File: config.mk
export PLATFORM = sky130hd
export DESIGN_NAME = delay_config_controller
export DESIGN_NICKNAME = d
export VERILOG_FILES = /design/src/rtl/delay_config_controller.sv
export SDC_FILE = /design/constraint.sdc
export NUM_CORES = 1
export LEC_CHECK = 0
export CORE_MARGIN = 2
export CORE_UTILIZATION = 50
export CTS_CLUSTER_DIAMETER = 200
export DETAILED_ROUTE_END_ITERATION = 8
export HOLD_SLACK_MARGIN = 0.08
export MAX_ROUTING_LAYER = met4
export PLACE_DENSITY = 0.82
export SLEW_MARGIN = 30
export SYNTH_ARGS = -nofsm -noshare
export SYNTH_HDL_FRONTEND = slang
export SYNTH_SLANG_ARGS = --single-unit
File: constraint.sdc
create_clock -name clk -period 3.7 [get_ports clk]
set_input_delay 0.74 -clock clk [delete_from_list [all_inputs] [get_ports clk]]
set_output_delay 0.74 -clock clk [all_outputs]
set_load 0.03 [all_outputs]
File: src/rtl/delay_config_controller.sv
// Serial delay-tap configuration controller: receives framed words over an
// asynchronous serial link, validates them, and applies each on a frame boundary.
module delay_config_controller #(
   parameter int NUM_CHANNELS  = 3,
   parameter int DELAY_WIDTH   = 4,
   parameter int BUFFER_SIZE   = 8,
   parameter int DEFAULT_DELAY = 0
) (
   input  logic                                clk,
   input  logic                                reset,
   input  logic                                cfg_clk,
   input  logic                                cfg_data,
   input  logic                                cfg_en,
   input  logic                                frame_start,
   input  logic                                err_clr,
   output logic [NUM_CHANNELS*DELAY_WIDTH-1:0] delay_out,
   output logic                                busy,
   output logic                                update_ack,
   output logic [2:0]                          cfg_err
);

   localparam int WORD_BITS = 2 + DELAY_WIDTH;
   localparam int CNT_W     = $clog2(WORD_BITS + 2);
   localparam logic [CNT_W-1:0]       CNT_SAT  = CNT_W'(WORD_BITS + 1);
   localparam logic [CNT_W-1:0]       CNT_FULL = CNT_W'(WORD_BITS);
   localparam logic [DELAY_WIDTH-1:0] VAL_MAX  = DELAY_WIDTH'(BUFFER_SIZE - 1);
   localparam logic [2:0]             CH_LIMIT = 3'(NUM_CHANNELS);
   localparam logic [DELAY_WIDTH-1:0] TAP_RST  = DELAY_WIDTH'(DEFAULT_DELAY);

   typedef enum logic [1:0] {
      S_IDLE    = 2'd0,
      S_SHIFT   = 2'd1,
      S_CHECK   = 2'd2,
      S_PENDING = 2'd3
   } state_t;

   logic                                r_clk_meta, r_clk_sync, r_clk_prev;
   logic                                r_data_meta, r_data_sync;
   logic                                r_en_meta, r_en_sync, r_en_prev;
   logic [1:0]                          r_sync_cnt;
   logic                                r_en_armed;
   state_t                              r_state;
   logic [CNT_W-1:0]                    r_cnt;
   logic [WORD_BITS-1:0]                r_shift;
   logic [1:0]                          r_pend_ch;
   logic [DELAY_WIDTH-1:0]              r_pend_val;
   logic [NUM_CHANNELS*DELAY_WIDTH-1:0] r_taps;
   logic                                r_busy, r_ack;
   logic [2:0]                          r_err;

   logic                   w_clk_rise, w_en_rise, w_en_fall;
   logic [1:0]             w_word_ch;
   logic [DELAY_WIDTH-1:0] w_word_val;
   logic                   w_len_bad, w_rng_bad;
   logic [2:0]             w_err_set;

   // A level of cfg_en present at reset release must first be seen low before
   // it may start a word, so edges only count once the synchronizer is armed.
   always_ff @(posedge clk) begin
      if (reset) begin
         r_clk_meta  <= 1'b0;
         r_clk_sync  <= 1'b0;
         r_clk_prev  <= 1'b0;
         r_data_meta <= 1'b0;
         r_data_sync <= 1'b0;
         r_en_meta   <= 1'b0;
         r_en_sync   <= 1'b0;
         r_en_prev   <= 1'b0;
         r_sync_cnt  <= 2'd0;
         r_en_armed  <= 1'b0;
      end else begin
         r_clk_meta  <= cfg_clk;
         r_clk_sync  <= r_clk_meta;
         r_clk_prev  <= r_clk_sync;
         r_data_meta <= cfg_data;
         r_data_sync <= r_data_meta;
         r_en_meta   <= cfg_en;
         r_en_sync   <= r_en_meta;
         r_en_prev   <= r_en_sync;
         r_sync_cnt  <= (r_sync_cnt == 2'd2) ? r_sync_cnt : r_sync_cnt + 2'd1;
         r_en_armed  <= r_en_armed | ((r_sync_cnt == 2'd2) & ~r_en_sync);
      end
   end

   assign w_clk_rise = r_clk_sync & ~r_clk_prev;
   assign w_en_rise  = r_en_sync & ~r_en_prev & r_en_armed;
   assign w_en_fall  = ~r_en_sync & r_en_prev;
   assign w_word_ch  = r_shift[WORD_BITS-1 -: 2];
   assign w_word_val = r_shift[DELAY_WIDTH-1:0];
   assign w_len_bad  = (r_cnt != CNT_FULL);
   assign w_rng_bad  = ({1'b0, w_word_ch} >= CH_LIMIT) || (w_word_val > VAL_MAX);

   // Error events raised this cycle; length is reported in preference to range.
   always_comb begin
      w_err_set = 3'b000;
      case (r_state)
         S_CHECK: begin
            if (w_len_bad) begin
               w_err_set[0] = 1'b1;
            end else if (w_rng_bad) begin
               w_err_set[1] = 1'b1;
            end else begin
               w_err_set = 3'b000;
            end
         end
         S_PENDING: begin
            if (w_en_rise) begin
               w_err_set[2] = 1'b1;
            end else begin
               w_err_set = 3'b000;
            end
         end
         default: w_err_set = 3'b000;
      endcase
   end

   // Word reception, validation and frame-aligned tap update.
   always_ff @(posedge clk) begin
      if (reset) begin
         r_state    <= S_IDLE;
         r_cnt      <= '0;
         r_shift    <= '0;
         r_pend_ch  <= 2'b00;
         r_pend_val <= '0;
         r_taps     <= {NUM_CHANNELS{TAP_RST}};
         r_busy     <= 1'b0;
         r_ack      <= 1'b0;
         r_err      <= 3'b000;
      end else begin
         r_ack <= 1'b0;
         r_err <= (err_clr ? 3'b000 : r_err) | w_err_set;
         case (r_state)
            S_IDLE: begin
               if (w_en_rise) begin
                  r_cnt   <= '0;
                  r_shift <= '0;
                  r_state <= S_SHIFT;
               end
            end
            S_SHIFT: begin
               if (w_clk_rise && r_en_sync) begin
                  r_shift <= {r_shift[WORD_BITS-2:0], r_data_sync};
                  if (r_cnt != CNT_SAT) begin
                     r_cnt <= r_cnt + CNT_W'(1);
                  end
               end
               if (w_en_fall) begin
                  r_state <= S_CHECK;
               end
            end
            S_CHECK: begin
               if (w_len_bad || w_rng_bad) begin
                  r_state <= S_IDLE;
               end else begin
                  r_pend_ch  <= w_word_ch;
                  r_pend_val <= w_word_val;
                  r_busy     <= 1'b1;
                  r_state    <= S_PENDING;
               end
            end
            S_PENDING: begin
               // A word started here is discarded; only frame_start leaves.
               if (frame_start) begin
                  for (int n = 0; n < NUM_CHANNELS; n++) begin
                     if (r_pend_ch == 2'(n)) begin
                        r_taps[n*DELAY_WIDTH +: DELAY_WIDTH] <= r_pend_val;
                     end
                  end
                  r_ack   <= 1'b1;
                  r_busy  <= 1'b0;
                  r_state <= S_IDLE;
               end
            end
            default: r_state <= S_IDLE;
         endcase
      end
   end

   assign delay_out  = r_taps;
   assign busy       = r_busy;
   assign update_ack = r_ack;
   assign cfg_err    = r_err;

endmodule
; ---- After elaboration in Yosys (flattened, before gate mapping)
; Cells that the tools add are included.
[word_totals]
ff_bits = 45
output_inout_bits = 17
inputBits = 7
[op_classes]
muxes = 22
order_cmp = 2
n_eq_ne = 14
bitwise_logic = 12
n_addsub = 2
reduce_logical = 16
[op_table]
columns = op, count
row1 = AND reduction 3 bit, 6
row2 = two-way mux 3 bit, 4
row3 = two-way mux 6 bit, 2
row4 = "!= test 2 bit, second input constant", 6
row5 = one-hot mux 3 bit (2 select lines), 2
row6 = one-hot mux 6 bit (2 select lines), 1
row7 = "== test 2 bit, second input constant", 4
row8 = two-way mux 2 bit, 4
row9 = one-hot mux 2 bit (4 select lines), 1
row10 = two-way mux 1 bit, 7
row11 = "!= test 3 bit, second input constant", 2
row12 = bitwise AND 1 bit, 5
row13 = NOT 1 bit, 5
row14 = "== test 2 x 1 -> 1 bit, second input constant", 2
row15 = "greater-than comparator 4 x 3 -> 1 bit, second input constant", 1
row16 = zero test 2 bit, 2
row17 = AND reduction 4 bit, 1
row18 = nonzero test 2 bit, 2
row19 = "adder 3 x 1 -> 3 bit, second input constant", 1
row20 = OR 3 bit, 1
row21 = "adder 2 x 1 -> 2 bit, second input constant", 1
row22 = ">= comparator 2 bit, second input constant", 1
row23 = logical OR 1 bit, 2
row24 = one-hot mux 1 bit (2 select lines), 1
row25 = 4 further kinds, 4

; ---- Longest topological paths before layout
[depth]
ltp_word = 6
ltp_mapped = 6
mapped_depth_nobuf = 5

; ---- Least setup slack after synthesis
; OpenSTA, ideal clock, no wires.
[synth_path]
path_kind = input -> register
from = in reset
to = reg r_busy, in the netlist busy
stages = 4
path_slack_ns = 2.021
arrival_ns = 1.551
cell_sequence = clkbuf_1 clkbuf_1 buf_1 nor2_1
[synth_lines]
columns = item, line_no
row1 = "start, declared", 10  ; input logic reset,
row2 = "end signal, assigned", 126  ; r_busy <= 1'b0;
row3 = "end signal, assigned", 157  ; r_busy <= 1'b1;
row4 = "end signal, assigned", 170  ; r_busy <= 1'b0;
row5 = "end, declared", 48  ; logic r_busy, r_ack;
; No word-level cell between the ends.

; ---- Worst setup path in the final report
[layout_path]
from = reg r_busy, in the netlist busy
to = out busy
[layout_lines]
columns = item, line_no
row1 = "end, declared", 17  ; output logic busy,
; No word-level cell between the ends.

==> results_dict.tcl <==
set metrics [dict create \
    start_util_pct 53.5 \
    num_io_pins 24 \
    path_cells "clkdlybuf4s50_1" \
    slew_headroom_pct 56.5 \
    netlist_area_sq_mm 0.00183 \
    synthTopCellsByArea "dfxtp_1 (49%), a21oi_1 (6.3%), o21ai_0 (4.7%)" \
    hold_buffers 0 \
    num_vias 1440 \
    cts.sinks 45 \
    grt_pass1_vias 1234 \
    wl_per_cell_um 12.7 \
    reg2regPathDepth 3 \
    max-vdd-ir-drop_uv 304 \
    final_area_sq_mm 0.00212 \
    antenna_found_initial 0 \
    worst_path_largest_cell_delay_ns 0.67 \
    drt_pass1_iterations 4 \
    io_buffers 23 \
    synthesis.nets 211 \
    path_max_fanout 2 \
    clk_path_buf_depth 2 \
    cts_buffers 5 \
    wl_um 3370 \
    path_class "reg2out" \
    nFillCells 299 \
    cp.depth 1 \
    grtUsageTotal_pct 18.1 \
    core_area_sq_mm 0.00342 \
    gr-total-overflow 0 \
    finalCritPeriodShare_pct 57.6 \
    required_ns 2.96 \
    outcome "completed" \
    synthCells 200 \
    startpoint_type "flip-flop" \
    hold_path.class "reg2reg" \
    drt_iter0_markers 101 \
    final_cell_mix "dfxtp_1 (45), a21oi_1 (23), clkdlybuf4s50_1 (23), o21ai_0 (17), nand3_1 (14)" \
    clkSlewWorstSetupHoldPaths_ns 0.12 \
    yosysSeqAreaShare_pct 49.3 \
    hold_violations 0 \
    drv_cap 0 \
    power_density_mw_per_mm2 388 \
    die_h_um 64.5 \
    finalNetCount 230 \
    grt_first_pass_wirelength_um 5700 \
    fmax_mhz 469 \
    setup_tns_ns 0 \
    cp.arrival_ns 1.39 \
    avgSynthCellArea_sq_um 9.14 \
    dieArea_sq_mm 0.00416 \
    ys_ff_latch 45 \
    place.gp.congestion 0.783 \
    cts_tree "built" \
    yosysTopAreaCell "dfxtp_1" \
    skew_ns 0.00736 \
    final_common_cell "dfxtp_1" \
    post_dp_cell_area_sq_mm 0.00207 \
    grt_setup_unrepaired "no" \
    drc_errors 0 \
    grt_start_max_net_pins 30 \
    area_growth_pct 16.2 \
    ys_types 34 \
    timing.critical_path.buf_inv 1 \
    finalCriticalPeriod_ns 2.13 \
    critPathSlowestCell "clkdlybuf4s50_1" \
    vias_per_cell 5.43 \
    ctsResizeCount 0 \
    worstSkewPairLatency_ns 0.36 \
    ys.warnings.count 0 \
    cts-root-buf "clkbuf_4" \
    p_leak_nw 0.766 \
    drive_gt1_share_pct 4.11 \
    hold_depth 2 \
    finalMaxSlewViolations 0 \
    die_w_um 64.5 \
    cts-htree-levels 2 \
    yosysTopAreaCellShare_pct 49.3 \
    post_cts_buffers 0 \
    num_rows 21 \
    crit_path_end_kind "primary output" \
    setup_violations 0 \
    ant_nets 0 \
    dp_hpwl_um 2330 \
    worst_pin_slew_ns 0.650 \
    crit_family "buffers and inverters" \
    antennaDiodeCount 0 \
]
-- power breakdown --
| group | internal, mW | leakage (nW) | total, mW | switching [mW] |
|---|---|---|---|---|
| Sequential | 0.503 | 0.364 | 0.514 | 0.0113 |
| Clock | 0.0899 | 0.0314 | 0.236 | 0.146 |
| Combinational | 0.0352 | 0.371 | 0.0737 | 0.0385 |
-- cells by family after synthesis --
| kind of cell | Yosys count | share of synthesized area [%] |
|---|---|---|
| AOI/OAI and AO/OA | 50 | 15.3 |
| xor gates and xnor gates | 1 | 0.479 |
| adders and majority gates | 4 | 2.74 |
| buffers and inverters | 17 | 4.04 |
| DFF | 45 | 49.3 |
| muxes | 8 | 4.38 |
| and+or+nand+nor | 75 | 23.8 |
-- worst paths after layout --
kind | slack [ns] | start | endpoint
worst max-delay path | 1.57 | busy | busy
worst min-delay path | 0.45 | r_data_sync | r_shift[0]
worst max register to register | 1.96 | r_state[1] | r_state[0]
worst min register to register | 0.45 | r_data_sync | r_shift[0]
-- final cells by class --
class / count / area, sq um / area share [%]
well taps: 46 / 57.6 / 2.71
repair buffers: 24 / 238 / 11.2
flip-flops and latches: 45 / 901 / 42.4
clock buffers: 7 / 55.1 / 2.59
multi-input cells: 138 / 853 / 40.2
inverters: 5 / 18.8 / 0.884
-- flip-flops by register name, indices dropped and copies added, names as in the netlist, 2 cells and up --
| signal | flops |
|---|---|
| delay_out | 12 |
| r_shift | 6 |
| r_pend_val | 4 |
| cfg_err | 3 |
| r_cnt | 3 |
| r_pend_ch | 2 |
| r_state | 2 |
| r_sync_cnt | 2 |
-- worst min-delay path, stage by stage, from the launching register on --
cell and delay, ns:
dfxtp_1 0.32, nand2_1 0.05, mux2i_1 0.05
-- synthesized netlist by cell type --
| cell | number |
|---|---|
| dfxtp_1 | 45 |
| a21oi_1 | 23 |
| o21ai_0 | 17 |
| nand3_1 | 14 |
| nand2b_1 | 12 |
| nand2_1 | 11 |
| nor2_1 | 10 |
| nor2b_1 | 9 |
| mux2i_1 | 8 |
| clkbuf_1 | 7 |
| inv_1 | 5 |
| ha_1 | 4 |
| nand3b_1 | 4 |
| nand4_1 | 4 |
| a21o_1 | 2 |
| a22oi_1 | 2 |
| a2bb2oi_1 | 2 |
| and4b_1 | 2 |
| buf_1 | 2 |
| buf_2 | 2 |
| nand4b_1 | 2 |
| a211o_1 | 1 |
| a221oi_1 | 1 |
| and3b_1 | 1 |
| buf_6 | 1 |
| nand4bb_1 | 1 |
| nor3b_2 | 1 |
| o22ai_1 | 1 |
| o31ai_1 | 1 |
| or2_2 | 1 |
| or2b_1 | 1 |
| or3b_1 | 1 |
| or4_1 | 1 |
| xor2_1 | 1 |
-- metal layers --
metal	up-vias	global-route usage [%]	routed length (um)
met5	-	-	0
met4	0	7.18	46
met3	5	4.17	182
met2	39	26.7	1500
met1	661	24.1	1630
li1	735	-	-
-- per-stage QoR --
stage / util [%] / std cells / power, mW / worst slack (ns) / hold slack [ns]
finish: 62.2 / 265 / 0.824 / 1.57 / 0.454
global route: 62.2 / 265 / 0.867 / 1.51 / 0.479
CTS: 62.2 / 265 / 0.828 / 1.56 / 0.464
detailed placement: 60.5 / 258 / 0.600 / 1.33 / 0.439
global placement: 60.5 / 258 / 0.594 / 1.37 / 0.417
floorplan: - / 200 / 0.578 / 2.02 / 0.414
No activity file was read; power rests on OpenSTA's default activity.
